**src/rtl/seg7_pkg.sv**
```systemverilog
// Shared constants and helpers for the multiplexed 7-segment display driver.
package seg7_pkg;

  localparam int SEG_W = 8;
  localparam logic [SEG_W-1:0] SEG_BLANK = 8'h00;

  // Anode on-time in clock cycles for a brightness level. The product is
  // formed at 64 bits so large prescalers cannot overflow before the shift.
  function automatic logic [31:0] calc_on_time(input logic [31:0] bright,
                                               input int unsigned prescale,
                                               input int unsigned pwm_bits);
    logic [63:0] prod;
    prod = (64'(bright) + 64'd1) * 64'(prescale);
    return 32'(prod >> pwm_bits);
  endfunction

endpackage

```
**src/rtl/seg7_scan_timer.sv**
```systemverilog
// Slot timer: cycle counter within a digit slot, digit index, per-slot
// brightness sample and end-of-frame strobe.
module seg7_scan_timer
  import seg7_pkg::*;
#(
  parameter int N_DIG    = 4,
  parameter int PRESCALE = 1000,
  parameter int PWM_BITS = 3,
  localparam int IDX_W   = (N_DIG > 1) ? $clog2(N_DIG) : 1
) (
  input  logic                clk,
  input  logic                rst,
  input  logic [PWM_BITS-1:0] brightness_i,
  output logic [IDX_W-1:0]    idx_o,
  output logic                cnt_lt_on_o,
  output logic                at_boundary_o
);

  localparam int CNT_W = $clog2(PRESCALE);
  localparam int OT_W  = CNT_W + 1;
  localparam logic [CNT_W-1:0] CNT_MAX = CNT_W'(PRESCALE - 1);
  localparam logic [IDX_W-1:0] IDX_MAX = IDX_W'(N_DIG - 1);

  logic [CNT_W-1:0] cnt_q, cnt_d;
  logic [IDX_W-1:0] idx_q, idx_d;
  logic [OT_W-1:0]  on_time_q, on_time_d;

  // Next-state: advance the slot counter, step the digit on wrap, and latch
  // the on-time at the start of each slot so it is stable for the slot.
  always_comb begin
    cnt_d     = cnt_q + 1'b1;
    idx_d     = idx_q;
    on_time_d = on_time_q;
    if (cnt_q == CNT_MAX) begin
      cnt_d = '0;
      idx_d = (idx_q == IDX_MAX) ? '0 : idx_q + 1'b1;
    end
    if (cnt_q == '0) begin
      on_time_d = OT_W'(calc_on_time(32'(brightness_i), PRESCALE, PWM_BITS));
    end
  end

  // Timer state registers with synchronous reset.
  always_ff @(posedge clk) begin
    if (rst) begin
      cnt_q     <= '0;
      idx_q     <= '0;
      on_time_q <= '0;
    end else begin
      cnt_q     <= cnt_d;
      idx_q     <= idx_d;
      on_time_q <= on_time_d;
    end
  end

  // On-time is always at least one cycle, so the first cycle of a slot is lit
  // using the live brightness while the latched copy covers the rest.
  assign cnt_lt_on_o   = (cnt_q == '0) || ({1'b0, cnt_q} < on_time_q);
  assign at_boundary_o = (cnt_q == CNT_MAX) && (idx_q == IDX_MAX);
  assign idx_o         = idx_q;

endmodule

```
**src/rtl/seg7_scan_mux.sv**
```systemverilog
// Time-multiplexed 7-segment driver: double-buffered word intake with a
// valid/ready handshake, frame-aligned display swap, one-hot anode scan with
// per-digit enable and PWM brightness.
module seg7_scan_mux
  import seg7_pkg::*;
#(
  parameter int N_DIG    = 4,
  parameter int PRESCALE = 1000,
  parameter int PWM_BITS = 3
) (
  input  logic                   clk,
  input  logic                   rst,
  input  logic [SEG_W*N_DIG-1:0] seg_in,
  input  logic                   seg_valid,
  output logic                   seg_ready,
  input  logic [N_DIG-1:0]       dig_en,
  input  logic [PWM_BITS-1:0]    brightness,
  output logic [SEG_W-1:0]       seg_out,
  output logic [N_DIG-1:0]       an_out,
  output logic                   frame_done
);

  localparam int IDX_W = (N_DIG > 1) ? $clog2(N_DIG) : 1;

  logic [IDX_W-1:0] idx;
  logic             cnt_lt_on;
  logic             at_boundary;
  logic             accept;

  logic [SEG_W*N_DIG-1:0] shadow_q, shadow_d;
  logic [SEG_W*N_DIG-1:0] disp_q, disp_d;
  logic                   pending_q, pending_d;
  logic [SEG_W-1:0]       seg_q, seg_d;
  logic [N_DIG-1:0]       an_q, an_d;
  logic                   frame_q, frame_d;

  seg7_scan_timer #(
    .N_DIG    (N_DIG),
    .PRESCALE (PRESCALE),
    .PWM_BITS (PWM_BITS)
  ) u_timer (
    .clk           (clk),
    .rst           (rst),
    .brightness_i  (brightness),
    .idx_o         (idx),
    .cnt_lt_on_o   (cnt_lt_on),
    .at_boundary_o (at_boundary)
  );

  assign seg_ready = !rst && !pending_q;
  assign accept    = seg_valid && seg_ready;

  // Buffer control: swap the pending word in at the frame boundary; a new
  // word can only land when nothing is pending, so it never skips a frame.
  always_comb begin
    shadow_d  = shadow_q;
    disp_d    = disp_q;
    pending_d = pending_q;
    if (at_boundary && pending_q) begin
      disp_d    = shadow_q;
      pending_d = 1'b0;
    end
    if (accept) begin
      shadow_d  = seg_in;
      pending_d = 1'b1;
    end
  end

  // Output decode: light the current digit only inside its on-time window and
  // only if enabled; the segment bus is blanked whenever no anode is driven.
  always_comb begin
    an_d    = '0;
    seg_d   = SEG_BLANK;
    frame_d = at_boundary;
    for (int k = 0; k < N_DIG; k++) begin
      if ((IDX_W'(k) == idx) && cnt_lt_on && dig_en[k]) begin
        an_d[k] = 1'b1;
        seg_d   = disp_q[SEG_W*k +: SEG_W];
      end
    end
  end

  // Buffer and output registers with synchronous reset.
  always_ff @(posedge clk) begin
    if (rst) begin
      shadow_q  <= '0;
      disp_q    <= '0;
      pending_q <= 1'b0;
      seg_q     <= SEG_BLANK;
      an_q      <= '0;
      frame_q   <= 1'b0;
    end else begin
      shadow_q  <= shadow_d;
      disp_q    <= disp_d;
      pending_q <= pending_d;
      seg_q     <= seg_d;
      an_q      <= an_d;
      frame_q   <= frame_d;
    end
  end

  assign seg_out    = seg_q;
  assign an_out     = an_q;
  assign frame_done = frame_q;

endmodule
```
**config.mk**
```make
export PLATFORM = sky130hd
export DESIGN_NAME = seg7_scan_mux
export DESIGN_NICKNAME = d
export VERILOG_FILES = /design/src/rtl/seg7_pkg.sv /design/src/rtl/seg7_scan_timer.sv /design/src/rtl/seg7_scan_mux.sv
export SDC_FILE = /design/constraint.sdc
export NUM_CORES = 1
export LEC_CHECK = 0
export CORE_MARGIN = 2
export CORE_UTILIZATION = 56
export DETAILED_ROUTE_END_ITERATION = 8
export HOLD_SLACK_MARGIN = 0.03
export PLACE_DENSITY = 0.88
export SYNTH_ARGS = -nofsm -noshare
export SYNTH_HDL_FRONTEND = slang
export SYNTH_HIERARCHICAL = 1
export SYNTH_SLANG_ARGS = --single-unit
```
**constraint.sdc**
```tcl
create_clock -name clk -period 4.36 [get_ports clk]
set_clock_uncertainty 0.2 [all_clocks]
set_input_delay 0.872 -clock clk [delete_from_list [all_inputs] [get_ports clk]]
set_output_delay 0.872 -clock clk [all_outputs]
set_load 0.05 [all_outputs]
```
==> Yosys cells after proc, flatten, opt, wreduce, memory -nomap -nowiden <==
Index checks and enable logic that the tools add are counted.
{ "totals": {"regBits": 101, "output_inout_bits": 14} }
{ "op_classes": {"addsub": 3, "multipliers": 1, "magnitude_cmp": 1, "n_eq_ne": 5, "muxes": 11, "reduce_logical": 19} }
{ "ops": {"columns": ["op", "n"], "rows": [
  ["$mul 64x7->11 const B", 1],
  ["$mux 8", 4],
  ["$logic_and 1x1->1", 12],
  ["$lt 10x11->1", 1],
  ["$add 10x1->10 const B", 1],
  ["$eq 10x10->1 const B", 1],
  ["$logic_not 10->1", 1],
  ["$mux 1", 6],
  ["$add 3x1->4 const B", 1],
  ["$eq 2x2->1 const A", 2],
  ["$add 2x1->2 const B", 1],
  ["$eq 1x2->1 const A", 1],
  ["$eq 2x2->1 const B", 1],
  ["$logic_not 1->1", 2],
  ["$logic_not 2->1", 1],
  ["$mux 2", 1],
  ["$reduce_bool 2->1", 1],
  ["$reduce_or 2->1", 1],
  ["$logic_or 1x1->1", 1]
]} }

==> Longest topological paths before layout <==
{ "depth": {"depth_word": 8, "mapped_depth": 13, "depth_no_buf": 13} }

==> Hierarchy <==
The synthesis kept the hierarchy.
{ "modules_own_cells": {"columns": ["module", "n_inst", "cells_each", "area_each_um2", "seq_area_each_um2"], "rows": [
  ["seg7_scan_mux", 1, 372, 3090.5, 1561.5],
  ["seg7_scan_timer", 1, 198, 1747.9, 460.4]
]} }

==> Worst setup path before layout <==
Ideal clock, no wire load.
{ "synth_timing": {"kind": "input port to flip-flop", "from": "input port brightness[0]", "to": "register u_timer.on_time_q[10]", "arrival_ns": 3.705, "required_ns": 4.074, "slack_ns": 0.370, "path_stages": 13, "n_path_buf": 0, "cell_sequence": "inv_1 ha_1 inv_1 fa_1 inv_1 fa_1 inv_1 ha_1 nor2_1 nor4b_1 o22ai_1 xor2_1 a211oi_1"} }
{ "synth_between": {"elab_chain_len": 2} }
{ "synth_rtl": {"columns": ["element", "line", "text"], "rows": [
  ["start, declared", "seg7_scan_mux.sv:17", "input logic [PWM_BITS-1:0] brightness,"],
  ["$add 3x1->4", "seg7_pkg.sv:13", "prod = (64'(bright) + 64'd1) * 64'(prescale);"],
  ["$mul 64x7->11", "seg7_pkg.sv:13", null],
  ["end signal, assigned", "seg7_scan_timer.sv:52", "on_time_q <= on_time_d;"],
  ["end, declared", "seg7_scan_timer.sv:26", "logic [OT_W-1:0] on_time_q, on_time_d;"]
]} }
No other way between the ends.
A chain may end at the register's enable or synchronous reset.

==> Worst setup path in the final report <==
Same ends and word-level chain as after synthesis.

==> impl_metrics.json <==
{
  "synthToLayoutAreaGrowth_pct": 16.8,
  "vdd_drop_max_mv": 0.163,
  "worst_pin_slew_ns": 1.22,
  "synth_fa_ha_area_share_pct": 10.1,
  "dp_hpwl_mm": 7.27,
  "synth-xor-area-share_pct": 2.53,
  "yosysWarningCount": 6,
  "viasPerCell": 5.39,
  "reg2reg_from": "u_timer/cnt_q[4]",
  "grt_pass1_vias": 3912,
  "arrival_ns": 4.24,
  "placed_cells": 709,
  "synth_edf_count": 0,
  "yosys_most_used_dff": "dfxtp_1",
  "start_util_pct": 58.3,
  "die_x_um": 97.0,
  "synth.distinct_cells": 44,
  "power_density_nw_per_um2": 346,
  "synth_top_area_cell": "dfxtp_1",
  "cts_hold_buf": 0,
  "drtAntennaViolNets": 0,
  "p_total_w": 0.00196,
  "dr.first_iter.drc_count": 146,
  "syn_nets": 647,
  "reg2reg_slack_ns": 1.29,
  "synth-compound-area-share_pct": 13.4,
  "post-route-util_pct": 68.1,
  "slew_headroom_pct": 18.4,
  "dpl_cell_area_um2": 5460,
  "n_fill_cell": 648,
  "layout-drive-gt1-share_pct": 5.33,
  "finalSetupViolCount": 0,
  "end_kind": "register",
  "reg2reg_depth": 9,
  "die-area_um2": 9400,
  "syn_avg_cell_area_um2": 8.49,
  "setup_tns_ns": 0,
  "syn_area_um2": 4840,
  "min_path_cells": 2,
  "worstPathMaxFanout": 3,
  "fin_crit_ns": 4.16,
  "mostFrequentLayoutCell": "nand2_1",
  "hold_viol_final": 0,
  "synth_top_area_share_pct": 41.8,
  "hp-start": "shadow_q[12]",
  "synthMuxAreaShare_pct": 1.24,
  "syn_inst": 570,
  "holdCritPathClass": "register to register",
  "timing.fmax_ghz": 0.240,
  "postCtsSetupBuffers": 0,
  "gp_congestion": 0.848,
  "grt_usage_pct": 22.3,
  "cts_buffers": 9,
  "async_flop_share_pct": 0,
  "post-route-period-util_pct": 95.5,
  "clk_path_buf_depth": 2,
  "dr.pass1.iters": 5,
  "clk_pin_slew_worst_paths_ns": 0.09,
  "vias": 3904,
  "yosysSeqAreaShare_pct": 41.8,
  "ys_ff_latch": 101,
  "routed_wl_mm": 10.2,
  "antennaDiodeCount": 0,
  "finalNonFillerCells": 724,
  "core_um2": 8300,
  "io_buffers": 55,
  "startpoint": "brightness[0]",
  "worstSetupPathType": "input pin to register",
  "wire_per_inst_um": 14.1,
  "cts_resized": 0,
  "slew_violations": 0,
  "insertion_delay_ns": 0.36,
  "root_buffer": "clkbuf_8",
  "die_h_um": 97.0,
  "yosys.area_share.simple_pct": 25.0,
  "p_leak_nw": 2.19,
  "htreeDepth": 3,
  "start_kind": "input pin",
  "grt_start_max_net_pins": 97,
  "grt_overflow": 0,
  "rsz0062_at_grt": "false",
  "r2r_end": "seg_out[0]",
  "max-cap-violations": 0,
  "cts_tree": "done",
  "status": "completed",
  "grt_pass1_wl_mm": 17.4,
  "clock-sinks": 101,
  "layout_common_cells": "nand2_1 (104), dfxtp_1 (101), clkdlybuf4s50_1 (54)",
  "fin_nets": 692,
  "holdPathEnd": "disp_q[12]",
  "critPathRequiredTime_ns": 4.44,
  "io_pins": 56,
  "num_rows": 33,
  "antenna_found_initial": 0,
  "synth_top_family_by_area": "simple AND/OR/NAND/NOR gates",
  "synth_area_leaders": "dfxtp_1 (42%), nand2_1 (8.1%), ha_1 (7.2%)",
  "drcViolationCount": 0,
  "design_area_um2": 5650
}
## cell type report
| cell class | instances | area (um^2) | area share (%) |
|---|---|---|---|
| flip-flops and latches | 101 | 2020 | 35.8 |
| repair buffers | 68 | 656 | 11.6 |
| inverters | 30 | 113 | 1.99 |
| clock buffers | 10 | 138 | 2.43 |
| multi-input cells | 405 | 2530 | 44.8 |
| well taps | 105 | 131 | 2.32 |
| clock inverters | 5 | 58.8 | 1.04 |
## cells in the mapped netlist (4+ instances only)
| cell | number |
|---|---|
| nand2_1 | 104 |
| dfxtp_1 | 101 |
| nor2_1 | 45 |
| o21ai_0 | 38 |
| a21oi_1 | 36 |
| nand2b_1 | 34 |
| inv_1 | 30 |
| ha_1 | 28 |
| and3b_1 | 17 |
| a211oi_1 | 15 |
| buf_2 | 15 |
| clkbuf_1 | 12 |
| xnor2_1 | 10 |
| o211ai_1 | 9 |
| nand3b_1 | 8 |
| fa_1 | 7 |
| mux2i_1 | 6 |
| nand4_1 | 5 |
| nor2b_1 | 5 |
| and2_1 | 4 |
| nand3_1 | 4 |
| o21ai_1 | 4 |
| xor2_1 | 4 |
## per-layer routing
metal  global-route usage, %  part of all wire [%]
met4                    6.18                   1.9
met2                    40.5                    51
met1                    25.8                    43
met5                       0                     0
met3                    5.78                   3.4
## metrics by stage
step | worst slack, ns | hold WS (ns)
5_1_grt | 0.0797 | 0.285
2_1_floorplan | 0.370 | 0.226
6_report | 0.196 | 0.253
3_3_place_gp | 0.0233 | 0.237
3_5_place_dp | -0.109 | 0.244
4_1_cts | 0.270 | 0.248
## cells by family (layout without fill, tap and decap cells)
group	count (synthesis)	count (layout)
flip-flops	101	101
AO/OA/AOI/OAI	112	112
adder cells (fa/ha/maj)	35	35
buffers and inverters	64	113
multiplexers	6	6
AND/OR/NAND/NOR	238	238
XOR/XNOR	14	14
## worst max-delay path, cell delays in order
cell             delay (ns)
clkdlybuf4s50_1        0.49
inv_1                  0.07
ha_1                   0.30
inv_1                  0.08
fa_1                   0.56
inv_1                  0.08
fa_1                   0.50
inv_1                  0.05
ha_1                   0.32
nor2_1                 0.06
nor4b_1                0.34
o22ai_1                0.14
xor2_1                 0.16
a211oi_1               0.23
## report_power, final
part	internal (W)	total [W]	switching, W
sequential	0.000966	0.000995	0.0000282
combinational	0.000179	0.000372	0.000193
clock	0.000279	0.000589	0.000311
## state kept, by name, indices dropped and copies added (netlist names)
name	count
pending_q	1
seg_out	8
u_timer/on_time_q	11
u_timer/cnt_q	10
an_out	4
shadow_q	32
u_timer/idx_o	2
frame_done	1
disp_q	32
## how the worst max path moves through the flow
stage,to,slack [ns]
5_1_grt,u_timer/on_time_q[10],0.08
3_3_place_gp,u_timer/on_time_q[10],0.02
4_1_cts,u_timer/on_time_q[10],0.27
2_1_floorplan,u_timer/on_time_q[10],0.37
6_report,u_timer/on_time_q[10],0.20
3_5_place_dp,u_timer/on_time_q[10],-0.11
No activity file was read; power rests on OpenSTA's default activity.
